===== src/rtl/operand_fetch_stage.sv =====
// operand_fetch_stage
//   ID->EX operand stage of the LX32 RV32I pipeline. It drives the
//   register-file read addresses straight from the decoded instruction.
//   It resolves rs1/rs2 with EX- and WB-stage bypass and stalls on load-use
//   hazards. The instruction is registered into the ID/EX pipeline register
//   under a valid/ready handshake, with flush and saturating perf counters.
//
// Ports
//   clk, rst                      clock, asynchronous active-low reset
//   flush                         kill in-flight/incoming instruction
//   in_valid/in_ready             upstream handshake (in_ready combinational)
//   in_pc, in_rs1/2, in_use_rs1/2,
//   in_rd, in_rd_we, in_is_load,
//   in_ctrl                       decoded instruction fields
//   addr_rs1/2, data_rs1/2        register-file asynchronous read port
//   ex_fwd_*                      EX-stage bypass source
//   wb_we, wb_rd, wb_data         writeback bypass source
//   out_valid/out_ready           downstream handshake
//   out_pc, out_rs1/2_val, out_rd,
//   out_rd_we, out_is_load,
//   out_ctrl                      registered ID/EX payload
//   stall_cnt, flush_cnt          saturating perf counters
module operand_fetch_stage #(
    parameter int CTRL_W = 16,
    parameter int CNT_W  = 16
) (
    input  logic              clk,
    input  logic              rst,
    input  logic              flush,
    input  logic              in_valid,
    output logic              in_ready,
    input  logic [31:0]       in_pc,
    input  logic [4:0]        in_rs1,
    input  logic [4:0]        in_rs2,
    input  logic              in_use_rs1,
    input  logic              in_use_rs2,
    input  logic [4:0]        in_rd,
    input  logic              in_rd_we,
    input  logic              in_is_load,
    input  logic [CTRL_W-1:0] in_ctrl,
    output logic [4:0]        addr_rs1,
    output logic [4:0]        addr_rs2,
    input  logic [31:0]       data_rs1,
    input  logic [31:0]       data_rs2,
    input  logic              ex_fwd_valid,
    input  logic [4:0]        ex_fwd_rd,
    input  logic [31:0]       ex_fwd_data,
    input  logic              ex_fwd_is_load,
    input  logic              wb_we,
    input  logic [4:0]        wb_rd,
    input  logic [31:0]       wb_data,
    output logic              out_valid,
    input  logic              out_ready,
    output logic [31:0]       out_pc,
    output logic [31:0]       out_rs1_val,
    output logic [31:0]       out_rs2_val,
    output logic [4:0]        out_rd,
    output logic              out_rd_we,
    output logic              out_is_load,
    output logic [CTRL_W-1:0] out_ctrl,
    output logic [CNT_W-1:0]  stall_cnt,
    output logic [CNT_W-1:0]  flush_cnt
);

    typedef struct packed {
        logic [31:0]       pc;
        logic [31:0]       rs1_val;
        logic [31:0]       rs2_val;
        logic [4:0]        rd;
        logic              rd_we;
        logic              is_load;
        logic [CTRL_W-1:0] ctrl;
    } payload_t;

    payload_t          payload_q, payload_d;
    logic              valid_q, valid_d;
    logic [CNT_W-1:0]  stall_cnt_q, stall_cnt_d;
    logic [CNT_W-1:0]  flush_cnt_q, flush_cnt_d;

    logic              ex_bypass;
    logic              hazard;
    logic              accept;
    logic [31:0]       rs1_val;
    logic [31:0]       rs2_val;

    assign addr_rs1 = in_rs1;
    assign addr_rs2 = in_rs2;

    // A load in EX has no data yet, so it is never a bypass source.
    assign ex_bypass = ex_fwd_valid && !ex_fwd_is_load;

    always_comb begin
        if (in_rs1 == 5'd0)                          rs1_val = '0;
        else if (ex_bypass && ex_fwd_rd == in_rs1)   rs1_val = ex_fwd_data;
        else if (wb_we && wb_rd == in_rs1)           rs1_val = wb_data;
        else                                         rs1_val = data_rs1;

        if (in_rs2 == 5'd0)                          rs2_val = '0;
        else if (ex_bypass && ex_fwd_rd == in_rs2)   rs2_val = ex_fwd_data;
        else if (wb_we && wb_rd == in_rs2)           rs2_val = wb_data;
        else                                         rs2_val = data_rs2;
    end

    assign hazard = in_valid && ex_fwd_valid && ex_fwd_is_load && (ex_fwd_rd != 5'd0)
                 && ((in_use_rs1 && in_rs1 == ex_fwd_rd) || (in_use_rs2 && in_rs2 == ex_fwd_rd));

    assign in_ready = !flush && !hazard && (!valid_q || out_ready);
    assign accept   = in_valid && in_ready;

    always_comb begin
        valid_d     = valid_q;
        payload_d   = payload_q;
        stall_cnt_d = stall_cnt_q;
        flush_cnt_d = flush_cnt_q;

        // Payload changes only on accept, so it stays stable under
        // backpressure and is left untouched by bubbles and flushes.
        if (flush) begin
            valid_d = 1'b0;
        end else if (accept) begin
            valid_d           = 1'b1;
            payload_d.pc      = in_pc;
            payload_d.rs1_val = rs1_val;
            payload_d.rs2_val = rs2_val;
            payload_d.rd      = in_rd;
            payload_d.rd_we   = in_rd_we;
            payload_d.is_load = in_is_load;
            payload_d.ctrl    = in_ctrl;
        end else if (out_ready) begin
            valid_d = 1'b0;
        end

        if (hazard && !flush && stall_cnt_q != '1)
            stall_cnt_d = stall_cnt_q + CNT_W'(1);
        if (flush && (valid_q || in_valid) && flush_cnt_q != '1)
            flush_cnt_d = flush_cnt_q + CNT_W'(1);
    end

    // NOTE: state registers use non-blocking assignments so every flop samples
    // pre-edge values; the payload is reset too so out_* reads zero after reset.
    always_ff @(posedge clk or negedge rst) begin
        if (!rst) begin
            valid_q     <= 1'b0;
            payload_q   <= '0;
            stall_cnt_q <= '0;
            flush_cnt_q <= '0;
        end else begin
            valid_q     <= valid_d;
            payload_q   <= payload_d;
            stall_cnt_q <= stall_cnt_d;
            flush_cnt_q <= flush_cnt_d;
        end
    end

    assign out_valid   = valid_q;
    assign out_pc      = payload_q.pc;
    assign out_rs1_val = payload_q.rs1_val;
    assign out_rs2_val = payload_q.rs2_val;
    assign out_rd      = payload_q.rd;
    assign out_rd_we   = payload_q.rd_we;
    assign out_is_load = payload_q.is_load;
    assign out_ctrl    = payload_q.ctrl;
    assign stall_cnt   = stall_cnt_q;
    assign flush_cnt   = flush_cnt_q;

endmodule


===== config.mk =====
export PLATFORM = sky130hd
export DESIGN_NAME = operand_fetch_stage
export DESIGN_NICKNAME = d
export VERILOG_FILES = /design/src/rtl/operand_fetch_stage.sv
export SDC_FILE = /design/constraint.sdc
export NUM_CORES = 1
export LEC_CHECK = 0
export ABC_AREA = 1
export BUFFER_PORTS_ARGS = -buffer_cell sky130_fd_sc_hd__buf_2
export CAP_MARGIN = 30
export CORE_MARGIN = 10
export CORE_UTILIZATION = 48
export DETAILED_ROUTE_END_ITERATION = 8
export PLACE_DENSITY_LB_ADDON = 0.3
export SLEW_MARGIN = 20
export SYNTH_ARGS = -nofsm -noshare
export SYNTH_HDL_FRONTEND = slang
export SYNTH_SLANG_ARGS = --single-unit
export TNS_END_PERCENT = 1

===== constraint.sdc =====
create_clock -name clk -period 2.2 [get_ports clk]
set_input_delay 0.22 -clock clk [delete_from_list [all_inputs] [get_ports clk]]
set_output_delay 0.22 -clock clk [all_outputs]
set_load 0.01 [all_outputs]

# Yosys cells after proc, flatten, opt, wreduce, memory -nomap -nowiden

Index checks and enable logic that the tools add are counted.

Add/sub/neg operators: 2
Shifts and indexed selects: 0
Magnitude comparators: 0
Muxes and demuxes: 9
Eq/ne operators: 8
Multipliers: 0
Div/mod/pow operators: 0
Reductions and logical operators: 30
Bitwise operators: 1

Operators with widths:

| cell                  | count |
|---|---|
| $mux 32               | 6 |
| $add 16x1->16 const B | 2 |
| $ne 16x16->1 const B  | 2 |
| $eq 5x5->1            | 6 |
| $logic_and 1x1->1     | 18 |
| $logic_not 5->1       | 2 |
| $reduce_bool 5->1     | 1 |
| $logic_not 1->1       | 4 |
| $logic_or 1x1->1      | 3 |
| $mux 1                | 3 |
| $reduce_bool 3->1     | 1 |
| $reduce_and 2->1      | 1 |
| $not 1->1             | 1 |

Register bits: 152
Word-level logic and storage cells: 60
Output and inout port bits: 163
Bits in latches: 0
Memory bits (read-only): 0
Memories kept: 0
Memory bits (writable): 0

# Logic depth before layout (Yosys ltp)

Gate-level depths: netlist of the first run.

Word-level depth: 10
Mapped depth: 13
Depth with buffers taken out: 11

# Worst setup path after synthesis of the first run

No wires, ideal clock.

Path type: register to register
Start: register stall_cnt_q[0] (netlist: stall_cnt[0])
End: register stall_cnt_q[9] (netlist: stall_cnt[9])
Path slack: 0.502 ns
Data required time: 2.084 ns
Setup time: 0.116 ns
Cell stages (with the launch flop): 12
Arrival: 1.582 ns
Cells stage by stage: dfrtp_1 -> ha_1 -> nand3_1 -> nor2_1 -> nand2_1 -> nor2_1 -> nand2_1 -> nand4_1 -> inv_1 -> buf_2 -> nand2_1 -> nand2_1

Cells in the longest elaborated chain, start to end: 2
Elaborated cells on any way between the ends: 3
Those cells by class: add/sub: 1; eq/ne: 1; reduce/logical: 1

RTL lines:

| item                                                  | RTL line | RTL |
|---|---|---|
| start, declared                                       | 77       | `logic [CNT_W-1:0] stall_cnt_q, stall_cnt_d;` |
| start signal, assigned                                | 150      | `stall_cnt_q <= stall_cnt_d;` |
| branches (longest 2 deep; another with $add 16x1->16) | n/a      |  |

Parallel ways; which one is timed is not known.
A chain may end at the register's enable or synchronous reset.

# Final worst setup path of the first run

Start: register valid_q (netlist: out_valid)
End: output in_ready

Cells in the longest elaborated chain, start to end: 3

RTL lines:

| item                   | RTL line | RTL |
|---|---|---|
| start, declared        | 76       | `logic valid_q, valid_d;` |
| start signal, assigned | 148      | `valid_q <= valid_d;` |
| $logic_not 1->1        | 107      | `assign in_ready = !flush && !hazard && (!valid_q \|\| out_ready);` |
| $logic_or 1x1->1       | 107      |  |
| $logic_and 1x1->1      | 107      |  |
| end, declared          | 31       | `output logic in_ready,` |

Every way passes these cells.

==> results of run 1 <==
[metal layers]
metal	global-route usage, %	wire [um]
met2	42.38	16390
met4	9.969	876
met3	7.815	3750
met1	34.92	14050
met5	0	0
[sequential cells by signal (all words and copies together), names as in the netlist]
name / cells
flush_cnt: 16
out_ctrl: 16
out_is_load: 1
out_pc: 32
out_rd: 5
out_rd_we: 1
out_rs1_val: 32
out_rs2_val: 32
out_valid: 1
stall_cnt: 16
[stage by stage]
stage,area [um^2],instances
final,11930,1914
after global routing,11930,1912
after CTS,11930,1912
after detailed placement,11300,1878
after global placement,11300,1878
after floorplan,9165,1326
[layout make-up]
cell class | instances | share of cell area (%)
inverter | 150 | 4.718
antenna | 2 | 0.04194
tap | 234 | 2.454
clock buffer | 18 | 3.680
timing repair buffer | 417 | 19.30
clock inverter | 14 | 1.363
sequential | 152 | 31.88
multi-input combinational | 927 | 36.56
[worst min-delay path by stage]
stage                   endpoint  cells past startpoint  slack (ns)       start
floorplan           flush_cnt[0]                      0       -0.08         rst
global placement    flush_cnt[4]                      1        0.26         rst
detailed placement  flush_cnt[7]                      1        0.26         rst
CTS                   out_pc[17]                      3      0.0005   in_pc[17]
global route          out_pc[25]                      3       0.002   in_pc[25]
finish               out_ctrl[0]                      3        0.01  in_ctrl[0]
[kinds of logic (layout without fill, tap and decap cells)]
family,Yosys count,in the layout,synth area share (%)
fa+ha+maj,2,2,0.2730
flops,152,152,41.50
compound gates,83,83,4.614
other cells,0,2,0
simple gates,812,812,39.04
xor+xnor,30,30,2.867
buf+inv,247,599,11.70
[power by group]
| part | total, mW | internal [mW] | switching [mW] |
|---|---|---|---|
| sequential | 3.51 | 3.21 | 0.301 |
| clock | 3.01 | 1.73 | 1.28 |
| combinational | 2.15 | 0.820 | 1.33 |
[worst register-to-register path: stages, from the launching register on]
cell and delay (ns):
sky130_fd_sc_hd__dfrtp_1 0.41, sky130_fd_sc_hd__ha_1 0.26, sky130_fd_sc_hd__nand3_1 0.17, sky130_fd_sc_hd__nor2_2 0.18, sky130_fd_sc_hd__nand2_1 0.07, sky130_fd_sc_hd__nor2_1 0.09, sky130_fd_sc_hd__nand2_1 0.08, sky130_fd_sc_hd__nand4_1 0.15
sky130_fd_sc_hd__inv_1 0.22, sky130_fd_sc_hd__nand2_1 0.13, sky130_fd_sc_hd__nand2_1 0.06
[timing repair]
| action | 4_1_cts | 5_1_grt |
|---|---|---|
| hold buffers | 2 | 0 |
| setup endpoints to repair | 0 | 15 |
| endpoints found under the hold margin | 61 | 0 |
| resized for setup | 0 | 1 |
[layout by cell type, fill, tap and decap left out, drive strengths merged, types with 3 or more instances in the layout]
cell type  netlist  routed
xor2            18      18
clkbuf          26      18
xnor2           12      12
nand4          104     104
nor3            14      14
dfrtp          152     152
clkinv           0       3
nor2            29      29
buf             71     415
nand3          173     173
clkinvlp         0       3
o21ai           79      79
nand2          488     488
nor4             3       3
inv            150     156
==> impl_table.tex, run 1 <==
\begin{tabular}{lr}
\hline
Metric & Value \\
\hline
\multicolumn{2}{l}{\textbf{Die}} \\
\quad I/O pin count & 376 \\
\quad Die extent in x & 158.2 um \\
\quad Initial standard-cell utilization of the core & 48.83\% \\
\quad Number of rows in the core area & 50 \\
\quad Core region area & 0.01877 mm\^{}2 \\
\quad Chip Height & 158.2 um \\
\quad Die ar. & 0.02502 mm\^{}2 \\
\multicolumn{2}{l}{\textbf{Clocking}} \\
\quad Clock edge transition at the registers on the reported setup and hold paths & 0.07 ns \\
\quad Number of buffers inserted to repair setup after CTS & 0 \\
\quad Clock buffer count from CTS & 17 \\
\quad Bufs on Longest Clock Path & 2 \\
\quad CTS H-tree lvls & 4 \\
\quad CTS sink cnt & 152 \\
\quad Clock latency on the worst-skew pair & 0.43 ns \\
\quad Clock tree from TritonCTS & built \\
\quad Root buffer cell & sky130\_fd\_sc\_hd\_\_clkbuf\_16 \\
\multicolumn{2}{l}{\textbf{Logic synthesis}} \\
\quad Post-synth top cells & sky130\_fd\_sc\_hd\_\_nand2\_1, sky130\_fd\_sc\_hd\_\_nand3\_1, sky130\_fd\_sc\_hd\_\_dfrtp\_1, sky130\_fd\_sc\_hd\_\_inv\_1, sky130\_fd\_sc\_hd\_\_nand4\_1 \\
\quad Yosys warning total & 0 \\
\quad Synth area leaders & sky130\_fd\_sc\_hd\_\_dfrtp\_1, sky130\_fd\_sc\_hd\_\_nand2\_1, sky130\_fd\_sc\_hd\_\_nand3\_1 \\
\quad Most instantiated flip-flop cell in the synthesis netlist & sky130\_fd\_sc\_hd\_\_dfrtp\_1 \\
\quad Syn Inst Count & 1326 \\
\quad Post-synthesis sequential area ratio & 41.50\% \\
\quad Number of storage elements in the synthesis netlist & 152 \\
\quad Most common cell in the synthesized netlist & sky130\_fd\_sc\_hd\_\_nand2\_1 \\
\quad Number of nets in the synthesized netlist & 1541 \\
\quad Unique masters post-synth & 27 \\
\quad Number of enable flip-flop cells after synthesis & 0 \\
\quad Cell type with the highest aggregate area in the netlist & sky130\_fd\_sc\_hd\_\_dfrtp\_1 \\
\quad Proportion of register bits with asynchronous set or reset after synthesis & 100.0\% \\
\quad Area fraction of the dominant cell type after synthesis & 41.50\% \\
\quad Netlist area before placement & 0.009165 mm\^{}2 \\
\quad Avg Cell Area, Syn & 6.912 um\^{}2 \\
\multicolumn{2}{l}{\textbf{Power}} \\
\quad Power density of the placed cells & 726.8 mW/mm\^{}2 \\
\quad Final Power & 8.673 mW \\
\quad Highest ir drop seen on vdd & 0.3982 mV \\
\quad Standby leakage power & 6.925 nW \\
\multicolumn{2}{l}{\textbf{STA}} \\
\quad Worst slack on hold paths & 0.01277 ns \\
\quad Final worst path period share & 92.57\% \\
\quad Count of final setup violators & 0 \\
\quad RSZ-0062 raised after global routing & no \\
\quad Worst Slack Setup Final & 0.1634 ns \\
\quad Final-layout setup total negative slack & 0 ns \\
\quad Max-Slew Margin vs Limit & 56.90\% \\
\quad Max Fclk & 0.4910 GHz \\
\quad Number of hold-slack violations in the final timing report & 0 \\
\quad Worst-Margin Slew & 0.6465 ns \\
\quad Total count of max-transition violations in the final report & 0 \\
\quad Final min period & 2.037 ns \\
\quad Final clock skew & 0.01562 ns \\
\multicolumn{2}{l}{\textbf{Detailed routing}} \\
\quad Initial detailed-routing violation count & 847 \\
\quad Vias per cell & 5.415 \\
\quad Number of antenna-violating nets in the routed design & 0 \\
\quad Total Routed Length & 35070 um \\
\quad Residual DRC count & 0 \\
\quad Via Count & 10364 \\
\quad Routed wire length per instance & 18.32 um \\
\quad First-pass iteration count of the detailed router & 5 \\
\multicolumn{2}{l}{\textbf{Finish}} \\
\quad Final core utilization & 63.58\% \\
\quad Fraction of layout cells with a size suffix above 1 & 27.89\% \\
\quad Count of nets after finishing & 1880 \\
\quad Total area of multi-input combinational cells & 0.004363 mm\^{}2 \\
\quad Number of fill cells in the layout & 1721 \\
\quad Area delta synth->final & 30.20\% \\
\quad Combined flip-flop and latch cell area & 0.003804 mm\^{}2 \\
\multicolumn{2}{l}{\textbf{Worst setup path}} \\
\quad Signal arrival time at the worst endpoint & 1.82 ns \\
\quad Worst r2r src & stall\_cnt[0] \\
\quad Crit start category & register \\
\quad Setup crit end kind & primary output \\
\quad Largest stage delay on the critical path & 0.43 ns \\
\quad End of the worst register-to-register path & stall\_cnt[13] \\
\quad Crit Path Class & reg -> out \\
\quad Buf+Inv Stages, Crit Path & 1 \\
\quad Required time at the worst-slack endpoint & 1.98 ns \\
\quad Critical path endpoint & in\_ready \\
\quad Depth of the worst register-to-register path & 10 \\
\quad Top cell family by delay on the critical path & compound AO/OA/AOI/OAI gates \\
\quad Setup slack, reg-to-reg & 0.26 ns \\
\quad Master of the slowest instance on the critical path & sky130\_fd\_sc\_hd\_\_a21boi\_4 \\
\quad Critical path fanouts, max & 9 \\
\quad Critical path origin & out\_valid \\
\quad Logic depth of the worst setup path including buffers & 3 \\
\quad Sequence of cells on the critical path & a21oi\_1, a21boi\_4, buf\_2 \\
\multicolumn{2}{l}{\textbf{GRT}} \\
\quad Antenna violations before repair & 0 \\
\quad Aggregate global-route resource usage & 27.12\% \\
\quad Number of global-route vias before repair & 10054 \\
\quad Residual overflow from global routing & 0 \\
\quad Largest net degree at the start of global routing & 65 \\
\quad First-pass GRT wire length & 53280 um \\
\multicolumn{2}{l}{\textbf{Placed design}} \\
\quad Placer's final routability congestion estimate & 0.9673 \\
\quad Pre-CTS worst setup slack & 0.2174 ns \\
\quad Count of input and output buffers & 375 \\
\quad Final HPWL DP & 26750 um \\
\multicolumn{2}{l}{\textbf{Run}} \\
\quad Max-cap violation count & 0 \\
\multicolumn{2}{l}{\textbf{Outcome}} \\
\quad Result of the run & finished clean \\
\multicolumn{2}{l}{\textbf{Worst hold path}} \\
\quad Path class of the lowest-slack min-delay path & in -> reg \\
\hline
\end{tabular}
Note: power is estimated with default switching activity, not from simulation.
==> inputs of run 2 (changes only) <==
Settings changed: CELL_PAD_IN_SITES_DETAIL_PLACEMENT set to 1, CELL_PAD_IN_SITES_GLOBAL_PLACEMENT set to 1, CORE_UTILIZATION 48 to 33.
==> run 2 against run 1 <==
Against the previous run: cell area rose by 2.0%; sequential cell count did not move; clock power rose by 4%; largest cell class unchanged; power rose by 2.2%; combinational power rose by 3%; critical path type is now reg -> reg; wire length rose by 18%; hold slack improved by 0.0043 ns; core utilization fell by 19 points; register-to-register slack barely moved.
==> impl_table.tex, run 2 (same netlist as run 1, synthesis figures left out) <==
\begin{tabular}{lr}
\hline
Metric & Value \\
\hline
\multicolumn{2}{l}{\textbf{Outcome}} \\
\quad Result of the run & finished clean \\
\multicolumn{2}{l}{\textbf{Run}} \\
\quad Max-cap violation count & 0 \\
\multicolumn{2}{l}{\textbf{Die}} \\
\quad Chip Height & 186.7 um \\
\quad I/O pin count & 376 \\
\quad Number of rows in the core area & 60 \\
\quad Die ar. & 0.03484 mm\^{}2 \\
\quad Core region area & 0.02718 mm\^{}2 \\
\quad Initial standard-cell utilization of the core & 33.72\% \\
\quad Die extent in x & 186.7 um \\
\multicolumn{2}{l}{\textbf{GRT}} \\
\quad Antenna violations before repair & 13 \\
\quad Aggregate global-route resource usage & 23.14\% \\
\quad Residual overflow from global routing & 0 \\
\quad Number of global-route vias before repair & 11108 \\
\quad Largest net degree at the start of global routing & 78 \\
\quad First-pass GRT wire length & 64800 um \\
\multicolumn{2}{l}{\textbf{Power}} \\
\quad Standby leakage power & 6.939 nW \\
\quad Power density of the placed cells & 728.7 mW/mm\^{}2 \\
\quad Final Power & 8.868 mW \\
\quad Highest ir drop seen on vdd & 0.4835 mV \\
\multicolumn{2}{l}{\textbf{Worst setup path}} \\
\quad Setup crit end kind & register \\
\quad Most repeated library cell on the critical path & sky130\_fd\_sc\_hd\_\_nand3\_1 \\
\quad Master of the slowest instance on the critical path & sky130\_fd\_sc\_hd\_\_dfrtp\_1 \\
\quad Largest stage delay on the critical path & 0.42 ns \\
\quad Crit start category & register \\
\quad Signal arrival time at the worst endpoint & 2.26 ns \\
\quad Top cell family by delay on the critical path & simple AND/OR/NAND/NOR gates \\
\quad Buf+Inv Stages, Crit Path & 0 \\
\quad Sequence of cells on the critical path & ha\_1, nand3\_1, nor2\_1, nand3\_1, nand2\_1, nor2\_1, nand3\_1, xor2\_1 \\
\quad Critical path fanouts, max & 7 \\
\quad Crit Path Class & reg -> reg \\
\quad Required time at the worst-slack endpoint & 2.51 ns \\
\multicolumn{2}{l}{\textbf{STA}} \\
\quad Max Fclk & 0.5138 GHz \\
\quad Final clock skew & 0.01420 ns \\
\quad Final min period & 1.946 ns \\
\quad Final worst path period share & 88.46\% \\
\quad Count of final setup violators & 0 \\
\quad Total count of max-transition violations in the final report & 0 \\
\quad Worst-Margin Slew & 0.6105 ns \\
\quad Number of hold-slack violations in the final timing report & 0 \\
\quad Final-layout setup total negative slack & 0 ns \\
\quad Max-Slew Margin vs Limit & 59.30\% \\
\quad RSZ-0062 raised after global routing & no \\
\multicolumn{2}{l}{\textbf{Clocking}} \\
\quad Clock tree from TritonCTS & built \\
\quad Clock buffer count from CTS & 17 \\
\quad CTS sink cnt & 152 \\
\quad Bufs on Longest Clock Path & 2 \\
\quad CTS H-tree lvls & 4 \\
\quad Number of buffers inserted to repair setup after CTS & 0 \\
\quad Clock latency on the worst-skew pair & 0.43 ns \\
\quad Root buffer cell & sky130\_fd\_sc\_hd\_\_clkbuf\_16 \\
\quad Clock edge transition at the registers on the reported setup and hold paths & 0.07 ns \\
\multicolumn{2}{l}{\textbf{Placed design}} \\
\quad Final HPWL DP & 31730 um \\
\quad Placer's final routability congestion estimate & 0.8898 \\
\quad Count of input and output buffers & 375 \\
\multicolumn{2}{l}{\textbf{Detailed routing}} \\
\quad Via Count & 10477 \\
\quad Residual DRC count & 0 \\
\quad Routed wire length per instance & 20.04 um \\
\quad First-pass iteration count of the detailed router & 5 \\
\quad Number of antenna-violating nets in the routed design & 0 \\
\quad Vias per cell & 5.081 \\
\quad Total Routed Length & 41330 um \\
\quad Initial detailed-routing violation count & 620 \\
\multicolumn{2}{l}{\textbf{Finish}} \\
\quad Count of nets after finishing & 1880 \\
\quad Most common library cell in the layout ignoring fill and taps & sky130\_fd\_sc\_hd\_\_nand2\_1 \\
\quad Final core utilization & 44.78\% \\
\quad Most used cells in the layout excluding fill and tap cells & sky130\_fd\_sc\_hd\_\_nand2\_1, sky130\_fd\_sc\_hd\_\_buf\_2, sky130\_fd\_sc\_hd\_\_nand3\_1 \\
\quad Fraction of layout cells with a size suffix above 1 & 27.95\% \\
\quad Area delta synth->final & 32.78\% \\
\multicolumn{2}{l}{\textbf{Worst hold path}} \\
\quad Path class of the lowest-slack min-delay path & in -> reg \\
\hline
\end{tabular}
run 2: final timing paths:
kind	endpoint	start	slack (ns)	cells after the start
max	flush_cnt[9]	flush_cnt[0]	0.25	8
min	out_ctrl[6]	in_ctrl[6]	0.02	3
min in group asynchronous	out_rs1_val[24]	rst	0.26	2
max reg2reg	flush_cnt[9]	flush_cnt[0]	0.25	8
min reg2reg	out_ctrl[9]	out_ctrl[9]	0.48	2
max in group asynchronous	out_pc[2]	rst	1.15	3
run 2: area by class of cell:
type	instances	area [um^2]
diodes	12	30.03
well taps	372	465.4
repair buffers	417	2296
clock buffers	18	439.2
clock inverters	14	178.9
inverters	150	563.0
flip-flops and latches	152	3804
fillers	3659	15010
multi-input cells	927	4393
run 2: timing repair:
item                                   in CTS  in global routing
hold buffers                                4                  0
setup endpoints to repair                   0                  7
endpoints found under the hold margin      40                  0
gates resized for setup                     0                  1
run 2: tightest hold or removal path, stage by stage:
cell                      delay (ns)
sky130_fd_sc_hd__buf_2          0.08
sky130_fd_sc_hd__nand3_1        0.06
sky130_fd_sc_hd__nand2_1        0.05
run 2: power by group:
group | internal, mW | total, mW | switching [mW] | leakage [nW]
clock | 1.76 | 3.14 | 1.38 | 0.307
combinational | 0.820 | 2.22 | 1.40 | 4.73
sequential | 3.21 | 3.51 | 0.296 | 1.91
run 2: per-stage QoR:
stage / hold WS [ns] / instance area (um^2) / instances / setup slack, ns
final: 0.01709 / 12170 / 2062 / 0.2538
after global routing: 0.01112 / 12160 / 2059 / 0.04691
after CTS: 0.001481 / 12140 / 2050 / 0.2467
after detailed placement: 0.1673 / 11480 / 2014 / 0.1792
after global placement: 0.1671 / 11480 / 2014 / 0.2074
after floorplan: -0.07559 / 9165 / 1326 / 0.5018
run 2: layer usage:
layer | part of all wire (%) | wire length, um | GRT usage (%)
met2 | 49 | 20140 | 38.43
met5 | 0.022 | 9 | 0
met1 | 43 | 17740 | 28.90
met4 | 2.4 | 976 | 8.344
met3 | 6.0 | 2464 | 5.047
